==> src/rtl/dmem_access_ctrl_if.sv <==
// Request/response and RAM-side signal bundle for dmem_access_ctrl.
// master = MEM stage plus RAM environment, slave = the controller.
interface dmem_access_ctrl_if #(
  parameter int MEM_ADDR_W = 9,
  parameter int XLEN       = 32
);
  logic                  req_valid;
  logic                  req_ready;
  logic                  req_rw;
  logic [1:0]            req_size;
  logic                  req_sign;
  logic [XLEN-1:0]       req_addr;
  logic [XLEN-1:0]       req_wdata;
  logic                  rsp_valid;
  logic                  rsp_ready;
  logic [XLEN-1:0]       rsp_rdata;
  logic                  rsp_err;
  logic                  mem_enable;
  logic                  mem_rw;
  logic [1:0]            mem_size;
  logic                  mem_se;
  logic [MEM_ADDR_W-1:0] mem_addr;
  logic [XLEN-1:0]       mem_wdata;
  logic [XLEN-1:0]       mem_rdata;

  modport master (
    output req_valid, req_rw, req_size, req_sign, req_addr, req_wdata, rsp_ready, mem_rdata,
    input  req_ready, rsp_valid, rsp_rdata, rsp_err,
    input  mem_enable, mem_rw, mem_size, mem_se, mem_addr, mem_wdata
  );

  modport slave (
    input  req_valid, req_rw, req_size, req_sign, req_addr, req_wdata, rsp_ready, mem_rdata,
    output req_ready, rsp_valid, rsp_rdata, rsp_err,
    output mem_enable, mem_rw, mem_size, mem_se, mem_addr, mem_wdata
  );
endinterface

==> src/rtl/dmem_access_ctrl.sv <==
// Load/store sequencer in front of the byte-addressed data RAM (setup/strobe/capture).
// Define DMEM_MISALIGN_TRAP_EN to reject misaligned half/word accesses.
module dmem_access_ctrl #(
  parameter int MEM_ADDR_W = 9,
  parameter int XLEN       = 32
) (
  input  logic              clk,
  input  logic              rst_n,
  dmem_access_ctrl_if.slave bus
);

  typedef enum logic [2:0] {IDLE, SETUP, STROBE, CAPTURE, RESP} state_t;

  state_t                state;
  logic [1:0]            bytes_m1;
  logic [MEM_ADDR_W:0]   end_addr;
  logic                  size_ok;
  logic                  hi_ok;
  logic                  range_ok;
  logic                  align_ok;
  logic                  req_ok;

  always_comb begin
    bytes_m1 = 2'd0;
    case (bus.req_size)
      2'b01:   bytes_m1 = 2'd1;
      2'b10:   bytes_m1 = 2'd3;
      default: bytes_m1 = 2'd0;
    endcase
  end

  // One extra bit so an access running past the top of RAM is caught, not wrapped.
  assign end_addr = {1'b0, bus.req_addr[MEM_ADDR_W-1:0]} + {{(MEM_ADDR_W-1){1'b0}}, bytes_m1};
  assign size_ok  = (bus.req_size != 2'b11);
  assign hi_ok    = (bus.req_addr[XLEN-1:MEM_ADDR_W] == '0);
  assign range_ok = ~end_addr[MEM_ADDR_W];

`ifdef DMEM_MISALIGN_TRAP_EN
  assign align_ok = !(((bus.req_size == 2'b01) && bus.req_addr[0]) ||
                      ((bus.req_size == 2'b10) && (bus.req_addr[1:0] != 2'b00)));
`else
  assign align_ok = 1'b1;
`endif

  assign req_ok = size_ok && hi_ok && range_ok && align_ok;

  always_ff @(posedge clk or negedge rst_n) begin
    if (!rst_n) begin
      state          <= IDLE;
      bus.req_ready  <= 1'b1;
      bus.rsp_valid  <= 1'b0;
      bus.rsp_err    <= 1'b0;
      bus.rsp_rdata  <= '0;
      bus.mem_enable <= 1'b0;
      bus.mem_rw     <= 1'b0;
      bus.mem_size   <= 2'b00;
      bus.mem_se     <= 1'b0;
      bus.mem_addr   <= '0;
      bus.mem_wdata  <= '0;
    end else begin
      case (state)
        IDLE: begin
          if (bus.req_valid && bus.req_ready) begin
            bus.req_ready <= 1'b0;
            bus.rsp_rdata <= '0;
            if (req_ok) begin
              // The mem_* registers double as the latched request for the rest of the access.
              bus.mem_addr  <= bus.req_addr[MEM_ADDR_W-1:0];
              bus.mem_rw    <= bus.req_rw;
              bus.mem_size  <= bus.req_size;
              bus.mem_se    <= bus.req_sign & ~bus.req_rw;
              bus.mem_wdata <= bus.req_wdata;
              state         <= SETUP;
            end else begin
              bus.rsp_err   <= 1'b1;
              bus.rsp_valid <= 1'b1;
              state         <= RESP;
            end
          end
        end
        SETUP: begin
          bus.mem_enable <= 1'b1;
          state          <= STROBE;
        end
        STROBE: begin
          bus.mem_enable <= 1'b0;
          state          <= CAPTURE;
        end
        CAPTURE: begin
          bus.rsp_rdata <= bus.mem_rw ? '0 : bus.mem_rdata;
          bus.rsp_valid <= 1'b1;
          state         <= RESP;
        end
        RESP: begin
          if (bus.rsp_ready) begin
            bus.rsp_valid <= 1'b0;
            bus.rsp_err   <= 1'b0;
            bus.rsp_rdata <= '0;
            bus.req_ready <= 1'b1;
            state         <= IDLE;
          end
        end
        default: begin
          bus.mem_enable <= 1'b0;
          state          <= IDLE;
        end
      endcase
    end
  end

endmodule
==> src/flat_wrapper.sv <==
// flat-port wrapper written by rule: the top's interface ports become plain ports
module dmem_access_ctrl_flat 
#(
  parameter int MEM_ADDR_W = 9,
  parameter int XLEN       = 32
)
  (clk, rst_n, bus_req_valid, bus_req_rw, bus_req_size, bus_req_sign, bus_req_addr, bus_req_wdata, bus_rsp_ready, bus_mem_rdata, bus_req_ready, bus_rsp_valid, bus_rsp_rdata, bus_rsp_err, bus_mem_enable, bus_mem_rw, bus_mem_size, bus_mem_se, bus_mem_addr, bus_mem_wdata);
  dmem_access_ctrl_if #(.MEM_ADDR_W(MEM_ADDR_W), .XLEN(XLEN)) bus_i ();
  input  logic clk;
  input  logic rst_n;
  input wire logic [$bits(bus_i.req_valid)-1:0] bus_req_valid;
  input wire logic [$bits(bus_i.req_rw)-1:0] bus_req_rw;
  input wire logic [$bits(bus_i.req_size)-1:0] bus_req_size;
  input wire logic [$bits(bus_i.req_sign)-1:0] bus_req_sign;
  input wire logic [$bits(bus_i.req_addr)-1:0] bus_req_addr;
  input wire logic [$bits(bus_i.req_wdata)-1:0] bus_req_wdata;
  input wire logic [$bits(bus_i.rsp_ready)-1:0] bus_rsp_ready;
  input wire logic [$bits(bus_i.mem_rdata)-1:0] bus_mem_rdata;
  output wire logic [$bits(bus_i.req_ready)-1:0] bus_req_ready;
  output wire logic [$bits(bus_i.rsp_valid)-1:0] bus_rsp_valid;
  output wire logic [$bits(bus_i.rsp_rdata)-1:0] bus_rsp_rdata;
  output wire logic [$bits(bus_i.rsp_err)-1:0] bus_rsp_err;
  output wire logic [$bits(bus_i.mem_enable)-1:0] bus_mem_enable;
  output wire logic [$bits(bus_i.mem_rw)-1:0] bus_mem_rw;
  output wire logic [$bits(bus_i.mem_size)-1:0] bus_mem_size;
  output wire logic [$bits(bus_i.mem_se)-1:0] bus_mem_se;
  output wire logic [$bits(bus_i.mem_addr)-1:0] bus_mem_addr;
  output wire logic [$bits(bus_i.mem_wdata)-1:0] bus_mem_wdata;
  assign bus_i.req_valid = bus_req_valid;
  assign bus_i.req_rw = bus_req_rw;
  assign bus_i.req_size = bus_req_size;
  assign bus_i.req_sign = bus_req_sign;
  assign bus_i.req_addr = bus_req_addr;
  assign bus_i.req_wdata = bus_req_wdata;
  assign bus_i.rsp_ready = bus_rsp_ready;
  assign bus_i.mem_rdata = bus_mem_rdata;
  assign bus_req_ready = bus_i.req_ready;
  assign bus_rsp_valid = bus_i.rsp_valid;
  assign bus_rsp_rdata = bus_i.rsp_rdata;
  assign bus_rsp_err = bus_i.rsp_err;
  assign bus_mem_enable = bus_i.mem_enable;
  assign bus_mem_rw = bus_i.mem_rw;
  assign bus_mem_size = bus_i.mem_size;
  assign bus_mem_se = bus_i.mem_se;
  assign bus_mem_addr = bus_i.mem_addr;
  assign bus_mem_wdata = bus_i.mem_wdata;
  dmem_access_ctrl #(.MEM_ADDR_W(MEM_ADDR_W), .XLEN(XLEN)) u_core (.clk(clk), .rst_n(rst_n), .bus(bus_i));
endmodule
==> config.mk <==
export PLATFORM = sky130hd
export DESIGN_NAME = dmem_access_ctrl_flat
export DESIGN_NICKNAME = d
export VERILOG_FILES = /design/src/rtl/dmem_access_ctrl_if.sv /design/src/rtl/dmem_access_ctrl.sv /design/src/flat_wrapper.sv
export SDC_FILE = /design/constraint.sdc
export NUM_CORES = 1
export LEC_CHECK = 0
export CAP_MARGIN = 20
export CELL_PAD_IN_SITES_DETAIL_PLACEMENT = 1
export CELL_PAD_IN_SITES_GLOBAL_PLACEMENT = 2
export CORE_MARGIN = 8
export CORE_UTILIZATION = 26
export CTS_CLUSTER_DIAMETER = 30
export DETAILED_ROUTE_END_ITERATION = 12
export PLACE_DENSITY = 0.84
export REMOVE_ABC_BUFFERS = 1
export SYNTH_ARGS = -nofsm -noshare
export SYNTH_HDL_FRONTEND = slang
export SYNTH_SLANG_ARGS = --single-unit
==> constraint.sdc <==
create_clock -name clk -period 7.2 [get_ports clk]
set_clock_uncertainty 0.15 [all_clocks]
set_input_delay 1.44 -clock clk [delete_from_list [all_inputs] [get_ports clk]]
set_output_delay 1.44 -clock clk [all_outputs]
set_load 0.01 [all_outputs]
Yosys cells after proc, flatten, opt, wreduce, memory -nomap -nowiden
Index checks and enable logic that the tools add are counted. W data, S select, Z words.

Register bits: 84. Memory bits (read-only): 0. RAM bits: 0. Bits in latches: 0. Memories kept: 0. Logic and storage cells: 57. Output and inout port bits: 81. Input bits: 104.

$mul: 0. Muxes and demuxes: 18. Divide/modulo/power cells: 0. Eq/ne operators: 10. Bitwise logic cells: 3. Reductions and logical operators: 14. Shifts and indexed selects: 0. $add $sub $neg: 1. Magnitude comparators: 0.

Operators with widths (count): $mux W32 (3); $pmux W32 S3 (1); $logic_not A23 Y1 (1); $pmux W3 S5 (1); $add A9 B2 Y10 (1); $mux W3 (3); $reduce_and A3 Y1 (3); $reduce_and A4 Y1 (2); $eq A3 B2 Y1 const B (2); $ne A2 B2 Y1 const B (3); $pmux W1 S2 (3); $mux W1 (5); $pmux W2 S2 (1); $eq A3 B1 Y1 const B (1); $eq A3 B3 Y1 const B (1); $logic_and A1 B1 Y1 (3); $logic_not A3 Y1 (1); $pmux W1 S3 (1); $reduce_bool A3 Y1 (1); $reduce_or A3 Y1 (1); $eq A2 B1 Y1 const B (1); $eq A2 B2 Y1 const B (1); $ne A2 B1 Y1 const B (1); $not A1 Y1 (2); 3 further kinds (3).

Depth between registers and ports, before layout
Gate-level depths: netlist (run 1).

Depth in word-level cells: 8. Mapped depth: 8. Gate-level depth less buffers: 7.

Worst setup path before layout (run 1)
Ideal clock, no wire load.

Path type: input-to-reg. Start: input port bus_req_size[0]. End: register u_core.bus.mem_addr[0]. Data required time: 6925 ps. Slack: 3769 ps. Stages on the path: 6. Buffers on the path: 1. Arrival time: 3156 ps. Library setup time: 125 ps. Cells stage by stage: ha_1 > nor4_1 > nand4_1 > nor4_4 > buf_6 > mux2_4.

Cells in the longest elaborated chain, start to end: 6. Elaborated cells on any way between the ends: 9. Classes of those cells: add/sub: 1; eq/ne: 3; mux: 1; bitwise: 1; reduce/logical: 3.

Ends and longest elaborated chain: start: declaration (RTL line flat_wrapper.sv:13) `input wire logic [$bits(bus_i.req_size)-1:0] bus_req_size;`; $eq A2 B2 Y1 or $eq A2 B1 Y1 (tied branches) (RTL line dmem_access_ctrl.sv:25) `case (bus.req_size)`; $pmux W2 S2 (RTL line dmem_access_ctrl.sv:25); $add A9 B2 Y10 (RTL line dmem_access_ctrl.sv:33) `assign end_addr = {1'b0, bus.req_addr[MEM_ADDR_W-1:0]} + {{(MEM_ADDR_W-1){1'b0}}, bytes_m1};`; $not A1 Y1 (RTL line dmem_access_ctrl.sv:36) `assign range_ok = ~end_addr[MEM_ADDR_W];`; $logic_and A1 B1 Y1 (*) (RTL line dmem_access_ctrl.sv:45) `assign req_ok = size_ok && hi_ok && range_ok && align_ok;`; $reduce_and A3 Y1 (no line) (*); end signal: assignment (RTL line dmem_access_ctrl.sv:68) `bus.mem_addr <= bus.req_addr[MEM_ADDR_W-1:0];`; end: declaration (RTL line dmem_access_ctrl_if.sv:35) `output mem_enable, mem_rw, mem_size, mem_se, mem_addr, mem_wdata`.

Mark *: on every way between the ends. The rest lies on a longest branch, timed or not. A chain may end at the register's enable or synchronous reset.

Worst setup path after layout (run 1)
Start: input port bus_req_size[0]. End: register u_core.bus.mem_addr[8].

The elaborated chain is that of the path after synthesis.

==> results_dict.tcl, run 1 <==
set metrics [dict create \
    setup_viol 0 \
    cp_slowest_cell "buf_4" \
    rr_startpoint "u_core.state[0]$_DFFE_PN0P_" \
    drv_cap 0 \
    slew_violations 0 \
    tns_ns 0 \
    grt_pass1_wl_um 17300 \
    rows 42 \
    yosys.area.top_type_share 0.603 \
    critPathArrivalTime_ns 4.10 \
    rsz0062_at_grt "no" \
    drive_gt1_frac 0.166 \
    dr.pass1.iters 4 \
    tightest_slew_ns 0.776 \
    power.internal_w 0.000848 \
    avgRoutedWirePerCell_um 19.5 \
    end_kind "flip-flop" \
    avgSynthCellArea_um2 15.7 \
    post-route-period-util 0.562 \
    synth_edf_count 0 \
    ys_ff_latch 84 \
    cts_num_sinks 84 \
    grt_use_total 0.131 \
    stdcell_area_um2 5750 \
    dieArea_um2 17200 \
    ys.flop_type "dfrtp_1" \
    holdPathEnd "u_core.bus.rsp_rdata[13]$_DFFE_PN0P_" \
    hold_viol 0 \
    p_comb_frac 0.142 \
    r2r_end "u_core.bus.mem_addr[8]$_DFFE_PN0P_" \
    core_area_um2 13100 \
    die_y_um 131 \
    cts_tree "built" \
    clk_latency_ns 0.33 \
    netlist_instances 219 \
    hold_start "u_core.bus.rsp_rdata[13]$_DFFE_PN0P_" \
    p_sw_w 0.000263 \
    synth_cell_types 29 \
    initial_core_util 0.263 \
    fill_cells 1339 \
    clock_power_share 0.406 \
    cts_buffers 9 \
    die_x_um 131 \
    synth_area_leader_cell "dfrtp_1" \
    worst-path-buf-inv 2 \
    placed_cell_area_um2 5460 \
    grt_start_max_net_pins 46 \
    ys_warn_count 0 \
    io_pins 185 \
    via_count 2606 \
    cts_buffer_depth 2 \
    final_cells 586 \
    pwr-share-seq 0.452 \
    post_cts_resized 0 \
    path_cells "clkdlybuf4s50_1, ha_1, nor4_1, nand4_1, nor4_4, buf_4, mux2_2" \
    cp-start-kind "input pin" \
    cts_setup_buffers 0 \
    cts-root-buf "clkbuf_16" \
    async_flop_share 1.00 \
    viasPerCell 4.45 \
    synth.top_cells.by_area "dfrtp_1, mux2_4, a22o_1, buf_6, mux2_2" \
    multi_input_comb_area_um2 1260 \
    htree_levels 3 \
    p_leak_nw 2.49 \
    antenna_found_initial 0 \
    routed_wl_um 11400 \
    globalRouteOverflowTotal 0 \
    postCtsHoldBufs 0 \
    min_path_type "flip-flop to flip-flop" \
    hold_depth 1 \
    portBuffers 184 \
    relSlewSlack 0.483 \
    hpwlAfterDp_um 8810 \
    drc 0 \
    critPathMaxFanout 43 \
    synth_most_common_cell "dfrtp_1" \
    grt_pass1_vias 3049 \
    crit_family "buffers and inverters" \
    status "complete, no violations" \
    period_needed_ns 4.05 \
    powerDensity_nw_per_um2 193 \
    max_freq_mhz 247 \
    nets 513 \
    gp_congestion 0.732 \
    switching_share 0.237 \
    criticalPathCategory "input pin to flip-flop" \
    regArea_um2 2100 \
    ir_drop_v 0.000122 \
    synth-seq-area-share 0.611 \
    ant_nets 0 \
    worstPathRequired_ns 7.26 \
    first_iter_violations 67 \
    syn_to_final_growth_pct 67.0 \
    slowest_delay_ns 0.67 \
    dp.cells 571 \
    reg2regPathDepth 5 \
    n_antenna_cell 0 \
    rrSetupSlack_ns 4.46 \
    synthTopCellsByCount "dfrtp_1, mux2_4, a22o_1, nand2_1, nor4_1" \
    clk_pin_slew_ns 0.06 \
    netlist_area_um2 3440 \
]
==> area by class of cell <==
type                            count  share of cell area
Clock buffer                       13              0.0435
Inverter                            2             0.00131
Clock inverter                      2             0.00609
Tap cell                          176              0.0383
Timing Repair Buffer              188               0.326
Sequential cell                    84               0.366
Multi-Input combinational cell    121               0.218
==> power groups by stage <==
stage	Sequential (W)	Combinational, W	Clock [W]
after floorplan	0.000510	0.0000471	0
after global placement	0.000509	0.000157	0
after detailed placement	0.000509	0.000161	0
after CTS	0.000502	0.000161	0.000465
after global routing	0.000504	0.000174	0.000483
final	0.000502	0.000158	0.000451
==> worst max-delay path by stage <==
stage,slack (ns),to,depth (start not counted),start
6_report,3.15,u_core.bus.mem_addr[8]$_DFFE_PN0P_,7,bus_req_size[0]
5_1_grt,3.01,u_core.bus.mem_wdata[31]$_DFFE_PN0P_,7,bus_req_size[0]
4_1_cts,3.14,u_core.bus.mem_addr[8]$_DFFE_PN0P_,7,bus_req_size[0]
3_5_place_dp,2.78,u_core.bus.mem_addr[8]$_DFFE_PN0P_,7,bus_req_size[0]
3_3_place_gp,2.84,u_core.bus.mem_wdata[24]$_DFFE_PN0P_,7,bus_req_size[0]
2_1_floorplan,2.13,u_core.bus.mem_addr[8]$_DFFE_PN0P_,5,bus_req_size[0]
==> kinds of logic (layout without fill, tap and decap cells) <==
family	Yosys count	in the layout	synth area share
xor gates and xnor gates	1	1	0.00254
buffers and inverters	14	205	0.0265
adders and majority gates	3	3	0.0109
DFF	84	84	0.611
AOI/OAI and AO/OA	41	41	0.0989
and+or+nand+nor	31	31	0.0593
muxes	45	45	0.191
==> registers in the layout, indices dropped and copies added, names as in the netlist <==
| name | flops |
|---|---|
| u_core.bus.mem_wdata | 32 |
| u_core.bus.rsp_rdata | 32 |
| u_core.bus.mem_addr | 9 |
| u_core.state | 3 |
| u_core.bus.mem_size | 2 |
| u_core.bus.mem_enable | 1 |
| u_core.bus.mem_rw | 1 |
| u_core.bus.mem_se | 1 |
| u_core.bus.req_ready | 1 |
| u_core.bus.rsp_err | 1 |
| u_core.bus.rsp_valid | 1 |
==> layout by cell type (no fill, tap or decap) <==
cell type | Yosys | routed
ha_1 | 3 | 3
clkdlybuf4s50_1 | 0 | 183
or2_4 | 1 | 1
nor4_1 | 7 | 7
o221ai_1 | 1 | 1
clkbuf_8 | 0 | 1
clkinv_2 | 0 | 1
mux2_2 | 5 | 5
a31oi_2 | 0 | 1
inv_1 | 2 | 2
a22o_1 | 34 | 34
buf_4 | 0 | 4
dfrtp_1 | 83 | 83
buf_8 | 0 | 1
a211oi_1 | 1 | 1
nand4bb_4 | 1 | 1
nor3_1 | 1 | 1
a21oi_1 | 2 | 2
o21ai_0 | 2 | 2
nand3b_1 | 1 | 1
nand4_1 | 2 | 2
and3_1 | 1 | 1
nor2b_1 | 2 | 2
nor2_1 | 4 | 3
dfstp_2 | 1 | 1
clkbuf_1 | 6 | 3
clkbuf_16 | 0 | 9
nor4_4 | 1 | 1
nand3_1 | 2 | 2
or2b_1 | 1 | 1
mux2_4 | 40 | 40
bufinv_16 | 0 | 1
nand2_1 | 7 | 7
nor2_2 | 0 | 1
xnor2_1 | 1 | 1
==> metrics by stage <==
step | setup WS (ns) | total power (W) | utilization | hold WS (ns)
after floorplan | 2.13 | 0.000557 | - | 0.341
after global placement | 2.84 | 0.000666 | 0.416 | 0.316
after detailed placement | 2.78 | 0.000670 | 0.418 | 0.334
after CTS | 3.14 | 0.00113 | 0.439 | 0.354
after global routing | 3.01 | 0.00116 | 0.439 | 0.375
final | 3.15 | 0.00111 | 0.439 | 0.350
==> metal layers <==
metal / vias to the layer above / wire length [um] / track usage
li1: 1179 / - / -
met1: 1323 / 4460 / 0.149
met2: 92 / 6010 / 0.231
met3: 12 / 704 / 0.0299
met4: 0 / 229 / 0.0574
met5: - / 0 / 0
No activity file was read; power rests on OpenSTA's default activity.
==> inputs of run 2 (changes only) <==
--- a/config.mk
+++ b/config.mk
@@ -9,10 +9,10 @@
 export CELL_PAD_IN_SITES_DETAIL_PLACEMENT = 1
 export CELL_PAD_IN_SITES_GLOBAL_PLACEMENT = 2
 export CORE_MARGIN = 8
-export CORE_UTILIZATION = 26
+export CORE_UTILIZATION = 24
 export CTS_CLUSTER_DIAMETER = 30
 export DETAILED_ROUTE_END_ITERATION = 12
-export PLACE_DENSITY = 0.84
+export PLACE_DENSITY = 0.79
 export REMOVE_ABC_BUFFERS = 1
 export SYNTH_ARGS = -nofsm -noshare
 export SYNTH_HDL_FRONTEND = slang
==> constraint.sdc (replaced) <==
create_clock -name clk -period 4.1 [get_ports clk]
set_clock_uncertainty 0.15 [all_clocks]
set_input_delay 0.82 -clock clk [delete_from_list [all_inputs] [get_ports clk]]
set_output_delay 0.82 -clock clk [all_outputs]
set_load 0.01 [all_outputs]
==> results_dict.tcl, run 2 (synthesis results as in run 1) <==
set metrics [dict create \
    grt_pass1_vias 2962 \
    cts_tree "built" \
    cts_buffers 9 \
    clk_pin_slew_ns 0.06 \
    hold_viol 0 \
    reg2regPathDepth 5 \
    clock_power_share 0.392 \
    rr_startpoint "u_core.state[0]$_DFFE_PN0P_" \
    nets 514 \
    post_cts_resized 0 \
    layout_commonest_cell "clkdlybuf4s50_1" \
    rsz0062_at_grt "no" \
    mostFrequentLayoutCells "clkdlybuf4s50_1, dfrtp_1, mux2_4" \
    dp.cells 575 \
    worstPathRequired_ns 4.18 \
    n_antenna_cell 0 \
    rows 43 \
    dieArea_um2 18400 \
    top_regs "u_core.bus.mem_wdata x32, u_core.bus.rsp_rdata x32, u_core.bus.mem_addr x9" \
    pwr-share-seq 0.460 \
    drc 0 \
    io_pins 185 \
    drv_cap 0 \
    via_count 2598 \
    die_y_um 136 \
    setup_ws_ns 1.12 \
    power.internal_w 0.00143 \
    drive_gt1_frac 0.175 \
    max_freq_mhz 336 \
    routed_wl_um 11400 \
    initial_core_util 0.247 \
    post-place-ws_ns 0.759 \
    globalRouteOverflowTotal 0 \
    cts_setup_buffers 0 \
    powerDensity_nw_per_um2 331 \
    r2r_end "u_core.bus.mem_size[1]$_DFFE_PN0P_" \
    critPathArrivalTime_ns 3.06 \
    avgRoutedWirePerCell_um 19.2 \
    clk_latency_ns 0.34 \
    post-route-period-util 0.727 \
    ir_drop_v 0.000197 \
    grt_pass1_wl_um 17400 \
    power_w 0.00191 \
    cts_buffer_depth 2 \
    cts_num_sinks 84 \
    syn_to_final_growth_pct 67.9 \
    status "complete, no violations" \
    p_sw_w 0.000483 \
    p_comb_frac 0.148 \
    cp-start-kind "input pin" \
    whs_ns 0.290 \
    dr.pass1.iters 4 \
    p_leak_nw 2.50 \
    grt_start_max_net_pins 85 \
    core_area_um2 13900 \
    switching_share 0.252 \
    ant_nets 0 \
    gp_congestion 0.710 \
    end_kind "flip-flop" \
    period_needed_ns 2.98 \
    cts-root-buf "clkbuf_16" \
    tightest_slew_ns 0.694 \
    rrSetupSlack_ns 1.78 \
    antenna_found_initial 0 \
    criticalPathCategory "input pin to flip-flop" \
    relSlewSlack 0.537 \
    setup_viol 0 \
    post-route-util 0.415 \
    first_iter_violations 65 \
    hpwlAfterDp_um 8570 \
    slew_violations 0 \
    postCtsHoldBufs 0 \
    htree_levels 3 \
    portBuffers 184 \
    critPathMaxFanout 14 \
    viasPerCell 4.39 \
    fill_cells 1445 \
    min_path_type "input pin to asynchronous set/reset pin" \
    die_x_um 136 \
    final_cells 592 \
    grt_use_total 0.124 \
]
run 2: worst max-delay path, cell delays in order:
cell	delay [ns]
clkdlybuf4s50_1	0.45
ha_1	0.21
nor4_1	0.28
nand4_1	0.22
nor4_4	0.37
buf_4	0.34
mux2_2	0.36
run 2: power groups by stage:
stage	combinational [W]	clock, W	sequential, W
2_1_floorplan	0.0000827	0	0.000896
3_3_place_gp	0.000275	0	0.000894
3_5_place_dp	0.000282	0	0.000895
4_1_cts	0.000284	0.000779	0.000880
5_1_grt	0.000311	0.000807	0.000881
6_report	0.000282	0.000750	0.000880
run 2: how the worst max path moves through the flow:
stage                          from                                  to  slack [ns]  cells past startpoint
global placement    bus_req_size[0]  u_core.bus.mem_size[1]$_DFFE_PN0P_        0.82                      7
finish              bus_req_size[0]  u_core.bus.mem_size[1]$_DFFE_PN0P_        1.12                      7
detailed placement  bus_req_size[1]  u_core.bus.mem_size[1]$_DFFE_PN0P_        0.76                      7
global route        bus_req_size[0]  u_core.bus.mem_size[1]$_DFFE_PN0P_        0.93                      7
CTS                 bus_req_size[0]  u_core.bus.mem_size[1]$_DFFE_PN0P_        1.11                      7
floorplan           bus_req_size[0]  u_core.bus.mem_addr[8]$_DFFE_PN0P_       -0.35                      5
run 2: final cells by class:
cell class	instances	area (um2)	area share
Clock buffer	11	243	0.0420
Tap cell	180	225	0.0390
Clock inverter	5	27.5	0.00476
Sequential cell	84	2100	0.364
Inverter	2	7.51	0.00130
Timing Repair Buffer	189	1920	0.332
Multi-Input combinational cell	121	1260	0.217
run 2: through the flow:
| stage | instance area [um2] | setup TNS (ns) |
|---|---|---|
| floorplan | 3360 | -12.00 |
| global placement | 5470 | 0 |
| detailed placement | 5480 | 0 |
| CTS | 5750 | 0 |
| global route | 5780 | 0 |
| finish | 5780 | 0 |
run 2: metal layers:
metal,up-vias,wire (um),global-route usage,share of wire
met2,94,5770,0.204,0.51
met3,14,813,0.0419,0.071
li1,1187,-,-,-
met4,0,258,0.0586,0.023
met1,1303,4530,0.141,0.40
met5,-,0,0,0
==> variant 1: new RTL, settings of run 2 <==
`XLEN` is set to 32 in 3 places; all go to 48.
--- a/src/rtl/dmem_access_ctrl_if.sv
+++ b/src/rtl/dmem_access_ctrl_if.sv
@@ -3,5 +3,5 @@
 interface dmem_access_ctrl_if #(
   parameter int MEM_ADDR_W = 9,
-  parameter int XLEN       = 32
+  parameter int XLEN       = 48
 );
   logic                  req_valid;
--- a/src/rtl/dmem_access_ctrl.sv
+++ b/src/rtl/dmem_access_ctrl.sv
@@ -3,5 +3,5 @@
 module dmem_access_ctrl #(
   parameter int MEM_ADDR_W = 9,
-  parameter int XLEN       = 32
+  parameter int XLEN       = 48
 ) (
   input  logic              clk,
--- a/src/flat_wrapper.sv
+++ b/src/flat_wrapper.sv
@@ -3,5 +3,5 @@
 #(
   parameter int MEM_ADDR_W = 9,
-  parameter int XLEN       = 32
+  parameter int XLEN       = 48
 )
   (clk, rst_n, bus_req_valid, bus_req_rw, bus_req_size, bus_req_sign, bus_req_addr, bus_req_wdata, bus_rsp_ready, bus_mem_rdata, bus_req_ready, bus_rsp_valid, bus_rsp_rdata, bus_rsp_err, bus_mem_enable, bus_mem_rw, bus_mem_size, bus_mem_se, bus_mem_addr, bus_mem_wdata);
Interface: changed (5 resized); port bits go from 185 to 265. No check against the original RTL was run, so the function may have changed too.
==> variant 1 against run 2 <==
- maximum frequency decreased by 2.6%
- via count increased by 43%
- worst setup slack got worse by 79 ps
- sequential cell count increased by 32
- cell area grew 42%
- count of clock-buffer cells in the layout increased by 9
- power is 44% higher
- die area grew 33%
- synthesized area increased by 37%
- combinational power fell by 20%
- cell count grew 43%
- global-route usage rose by 1.7 points
- wire length grew 49%
- largest power group is now the clock network
==> variant 1: results (changes against run 2) <==
| Metric | Value |
|---|---|
| Pleak | `3.55 nW (+42%)` |
| Root buf cell | `clkbuf_16` |
| CTS Buf Count | `17 (+8)` |
| M1 WL | `7240 um (+60%)` |
| Seq/Total Area, Yosys | `61.4% (+0.26 points)` |
| Sw frac | `22.4% (-2.9 points)` |
| Initial DRT Pass Iterations | `4 (unchanged)` |
| FF/Latch Area | `2900 um^2 (+38%)` |
| Syn_area_per_cell | `15.9 um^2 (+1.4%)` |
| CTS H-tree depth | `4 (+1)` |
| PortBufs | `264 (+43%)` |
| Detailed-route vias per instance | `4.38 (-0.31%)` |
| Met3 WL post-DR | `1940 um (+140%)` |
| Largest registers | `u_core.bus.mem_wdata x48, u_core.bus.rsp_rdata x48, u_core.bus.mem_addr x9` |
| Hold Crit Class | `input pin to asynchronous set/reset pin` |
| CP max stage delay | `500 ps (+50 ps)` |
| Yosys synthesis warning count | `0 (unchanged)` |
| Nets | `724 (+41%)` |
| Clk_lat worst skew | `410 ps (+70 ps)` |
| P_seq | `1.16 mW (+32%)` |
| DR top layer | `met5` |
| CTS resizes | `0 (unchanged)` |
| Fill cell count | `2,043 (+41%)` |
| Ranking of synthesized cells by area | `dfrtp_1, mux2_4, a22o_1` |
| Worst path slowest cell | `clkdlybuf4s50_1` |
| Synth cell types | `34 (+17%)` |
| Top cell family by delay on the critical path | `buffers and inverters` |
| Number of global-route vias before repair | `4,358 (+47%)` |
| Dpl ws | `603 ps (-157 ps)` |
| Peak VDD IR | `0.228 mV (+16%)` |
| Combinational cell fraction of total power | `8.2% (-6.6 points)` |
| Placed cell areas | `7660 um^2 (+40%)` |
| First-pass GRT wire length | `26,500 um (+52%)` |
| Flop pwr share | `42.1% (-3.9 points)` |
| Routed wl met2 | `7550 um (+31%)` |
| CTS Buffer Depth | `2 (unchanged)` |
| Final GP Congestion | `0.811 (+14%)` |
| Layout cells sized above 1 | `18.0% (+0.57 points)` |
| DP HPWL | `12,800 um (+49%)` |
| Initial antenna violation count | `2 (+2)` |
| Synth cell count leaders | `dfrtp_1, mux2_4, a22o_1` |
| Status | `finished clean` |
| Ys async rst share | `100% (unchanged)` |
| Vias | `3,710 (+43%)` |
| Clock transition at the registers of the reported paths | `60 ps (about the same)` |
| Arrival @ worst endpoint | `3200 ps (+140 ps)` |
| Setup repair bufs after CTS | `0 (unchanged)` |
| GRT Total Usage | `14.0% (+1.7 points)` |
| Placed Cells | `814 (+42%)` |
| 1st-iter DRT viols | `114 (+75%)` |
| CP max FO | `59 (+45)` |
| Final wirelength | `16,900 um (+49%)` |
| Largest net degree at the start of global routing | `63 (-26%)` |
| Worst Max-Slew Pin Slew | `826 ps (+133 ps)` |
[variant 1: cell count changes after synthesis, moves of 2 or more]
| cell | before | now |
|---|---|---|
| dfrtp_1 | 83 | 115 |
| mux2_4 | 40 | 60 |
| a22o_1 | 34 | 49 |
| mux2_2 | 5 | 1 |
| nor4_2 | 0 | 4 |
| buf_1 | 0 | 2 |
| buf_2 | 1 | 3 |
| inv_1 | 2 | 4 |
| nand4_1 | 2 | 4 |
[variant 1: area by class of cell]
class,instances,share of cell area [%]
inverter,4,0.182
multi-input combinational,160,20.8
clock buffer,20,5.31
antenna,1,0.0304
timing repair buffer,270,33.1
tap,265,4.03
clock inverter,12,1.32
sequential,116,35.3
[variant 1: kinds of logic after synthesis]
kind of cell               after synthesis  synth area share (%)
buffers and inverters                   21                  2.70
adders and majority gates                3                 0.793
AOI/OAI and AO/OA                       58                  10.4
DFF                                    116                  61.4
muxes                                   61                  19.3
and+or+nand+nor                         37                  5.26
xor gates and xnor gates                 1                 0.185
[variant 1: final timing paths]
path,depth (start not counted),slack (ps),end,start
worst max-delay path,9,1040,u_core.bus.mem_wdata[44],bus_req_size[0]
worst min-delay path,1,340,u_core.bus.rsp_rdata[26],rst_n
worst max register to register,5,1700,u_core.bus.mem_wdata[44],u_core.state[1]
worst min register to register,2,340,u_core.bus.rsp_err,u_core.bus.rsp_err
max in group asynchronous,2,2580,u_core.bus.req_ready,rst_n
min in group clk,2,340,u_core.bus.rsp_err,u_core.bus.rsp_err
[variant 1: routing by layer]
| metal | GRT usage (%) | vias to the layer above |
|---|---|---|
| li1 | - | 1664 |
| met3 | 7.34 | 15 |
| met1 | 16.9 | 1839 |
| met4 | 4.67 | 4 |
| met5 | 0 | - |
| met2 | 21.0 | 188 |
==> variant 2: new RTL, settings of run 2 <==
Without the edit above. Re-encode `state_t` (5 states) as one-hot, 5 bits wide.
--- a/src/rtl/dmem_access_ctrl.sv
+++ b/src/rtl/dmem_access_ctrl.sv
@@ -10,5 +10,5 @@
 );
 
-  typedef enum logic [2:0] {IDLE, SETUP, STROBE, CAPTURE, RESP} state_t;
+  typedef enum logic [4:0] {IDLE = 5'b00001, SETUP = 5'b00010, STROBE = 5'b00100, CAPTURE = 5'b01000, RESP = 5'b10000} state_t;
 
   state_t                state;
Function: no difference found for any inputs over 10 cycles, from zero or initial values and one cycle with rst_n low; not proved beyond that.
==> variant 2 against run 2 <==
- cell area increased by 4.3%
- worst hold slack better by 37 ps
- sequential cell count grew 2
- synthesized area is 7.6% higher
- wire length up 5.2%
- power is 6.1% higher
- clock power is 10% higher
- non-clock buffer count did not move
- utilization shrank 1.7 points
- worst setup slack worse by 210 ps
- critical endpoint is now u_core.bus.mem_wdata[27]
- highest routed layer unchanged
==> variant 2: results (changes against run 2) <==
| Metric | Value |
|---|---|
| Inserted Diodes | `0 (unchanged)` |
| Slew headroom | `61.6% (+7.9 points)` |
| Initial DRT Pass Iterations | `3 (-1)` |
| Met2 usage | `22.3% (+1.8 points)` |
| Synth Area in Compound Gates | `10.4% (+0.56 points)` |
| Fraction of synthesized cell area in xor and xnor cells | `0.473% (+0.22 points)` |
| M3 GR Usage | `4.01% (-0.18 points)` |
| Synth cell types | `40 (+38%)` |
| Peak VDD IR | `0.164 mV (-17%)` |
| Status | `finished clean` |
| Initial antenna violation count | `0 (unchanged)` |
| Root buf cell | `clkbuf_16` |
| DP HPWL | `9020 um (+5.3%)` |
| First-pass GRT wire length | `18,800 um (+8.1%)` |
| Pleak | `2.57 nW (+2.7%)` |
| Yosys synthesis warning count | `0 (unchanged)` |
| CP max stage delay | `530 ps (+80 ps)` |
| CTS Buffer Depth | `2 (unchanged)` |
| Seq/Total Area, Yosys | `58.2% (-2.9 points)` |
| Synth Area in Adders | `1.01% (-0.077 points)` |
| Largest net degree at the start of global routing | `87 (+2.4%)` |
| Ranking of synthesized cells by area | `dfrtp_1, mux2_4, a22o_1` |
| CP max FO | `45 (+31)` |
| Nets | `540 (+5.1%)` |
| 1st-iter DRT viols | `59 (-9.2%)` |
| PortBufs | `184 (unchanged)` |
| Final GP Congestion | `0.809 (+14%)` |
| CTS Buf Count | `9 (unchanged)` |
| Detailed-route vias per instance | `4.51 (+2.7%)` |
| GR Util met1 | `13.1% (-0.95 points)` |
| Synth Flop Type | `dfrtp_1` |
| Clk_lat worst skew | `330 ps` |
| Ys async rst share | `100% (unchanged)` |
| Final wirelength | `12,000 um (+5.2%)` |
| Number of global-route vias before repair | `3,285 (+11%)` |
| Layout cells sized above 1 | `17.1% (-0.35 points)` |
| Fill cell count | `1,618 (+12%)` |
| GRT Total Usage | `12.2% (-0.12 points)` |
| Mux contribution to synthesized area | `17.7% (-1.3 points)` |
| Synth cell count leaders | `dfrtp_1, mux2_4, a22o_1` |
==> variant 2: kinds of logic (layout without fill, tap and decap cells) <==
kind of cell,after synthesis,after routing
flops,86,86
compound gates,50,50
mux,45,45
simple gates,44,44
buf+inv,18,208
fa+ha+maj,3,3
xor+xnor,2,2
==> variant 2: layout make-up <==
type | count | area share [%]
well taps | 188 | 3.90
clock inverters | 6 | 1.18
clock buffers | 10 | 3.80
repair buffers | 189 | 31.7
inverters | 3 | 0.187
multi-input cells | 144 | 23.5
flip-flops and latches | 86 | 35.7
==> variant 2: path summary, 6_finish.rpt <==
check | start | to | slack (ps) | cells past startpoint
max | bus_req_size[0] | u_core.bus.mem_wdata[27] | 910 | 10
min | rst_n | u_core.bus.mem_wdata[5] | 330 | 1
max reg2reg | u_core.state[0] | u_core.bus.mem_wdata[27] | 1430 | 5
min reg2reg | u_core.bus.rsp_rdata[30] | u_core.bus.rsp_rdata[30] | 360 | 1
max in group asynchronous | rst_n | u_core.state[0] | 2790 | 2
min in group clk | u_core.bus.rsp_rdata[30] | u_core.bus.rsp_rdata[30] | 360 | 1
==> variant 2: layer usage <==
metal	share of wire (%)	vias up
met1	39	1436
met2	53	84
met3	6.7	9
li1	-	1292
met5	0	-
met4	1.0	0
==> variant 2: power breakdown <==
part	total [mW]	internal [mW]	switching, mW
Combinational	0.289	0.161	0.129
Sequential	0.911	0.873	0.0378
Clock	0.827	0.477	0.350
Total	2.03	1.51	0.516
==> variant 2: through the flow <==
stage,instance area (um^2),std cells,setup WS (ps),setup TNS (ps)
global route,6030,626,799,0
finish,6030,626,911,0
detailed placement,5700,609,549,0
floorplan,3560,233,-2040,-89640
CTS,6000,625,915,0
global placement,5700,609,632,0
==> variant 2: worst max-delay path, delay by kind of cell <==
kind | cells | cell delay (ps)
and+or+nand+nor | 2 | 390
buffers and inverters | 4 | 1090
adders and majority gates | 2 | 470
AOI/OAI and AO/OA | 1 | 80
muxes | 1 | 380
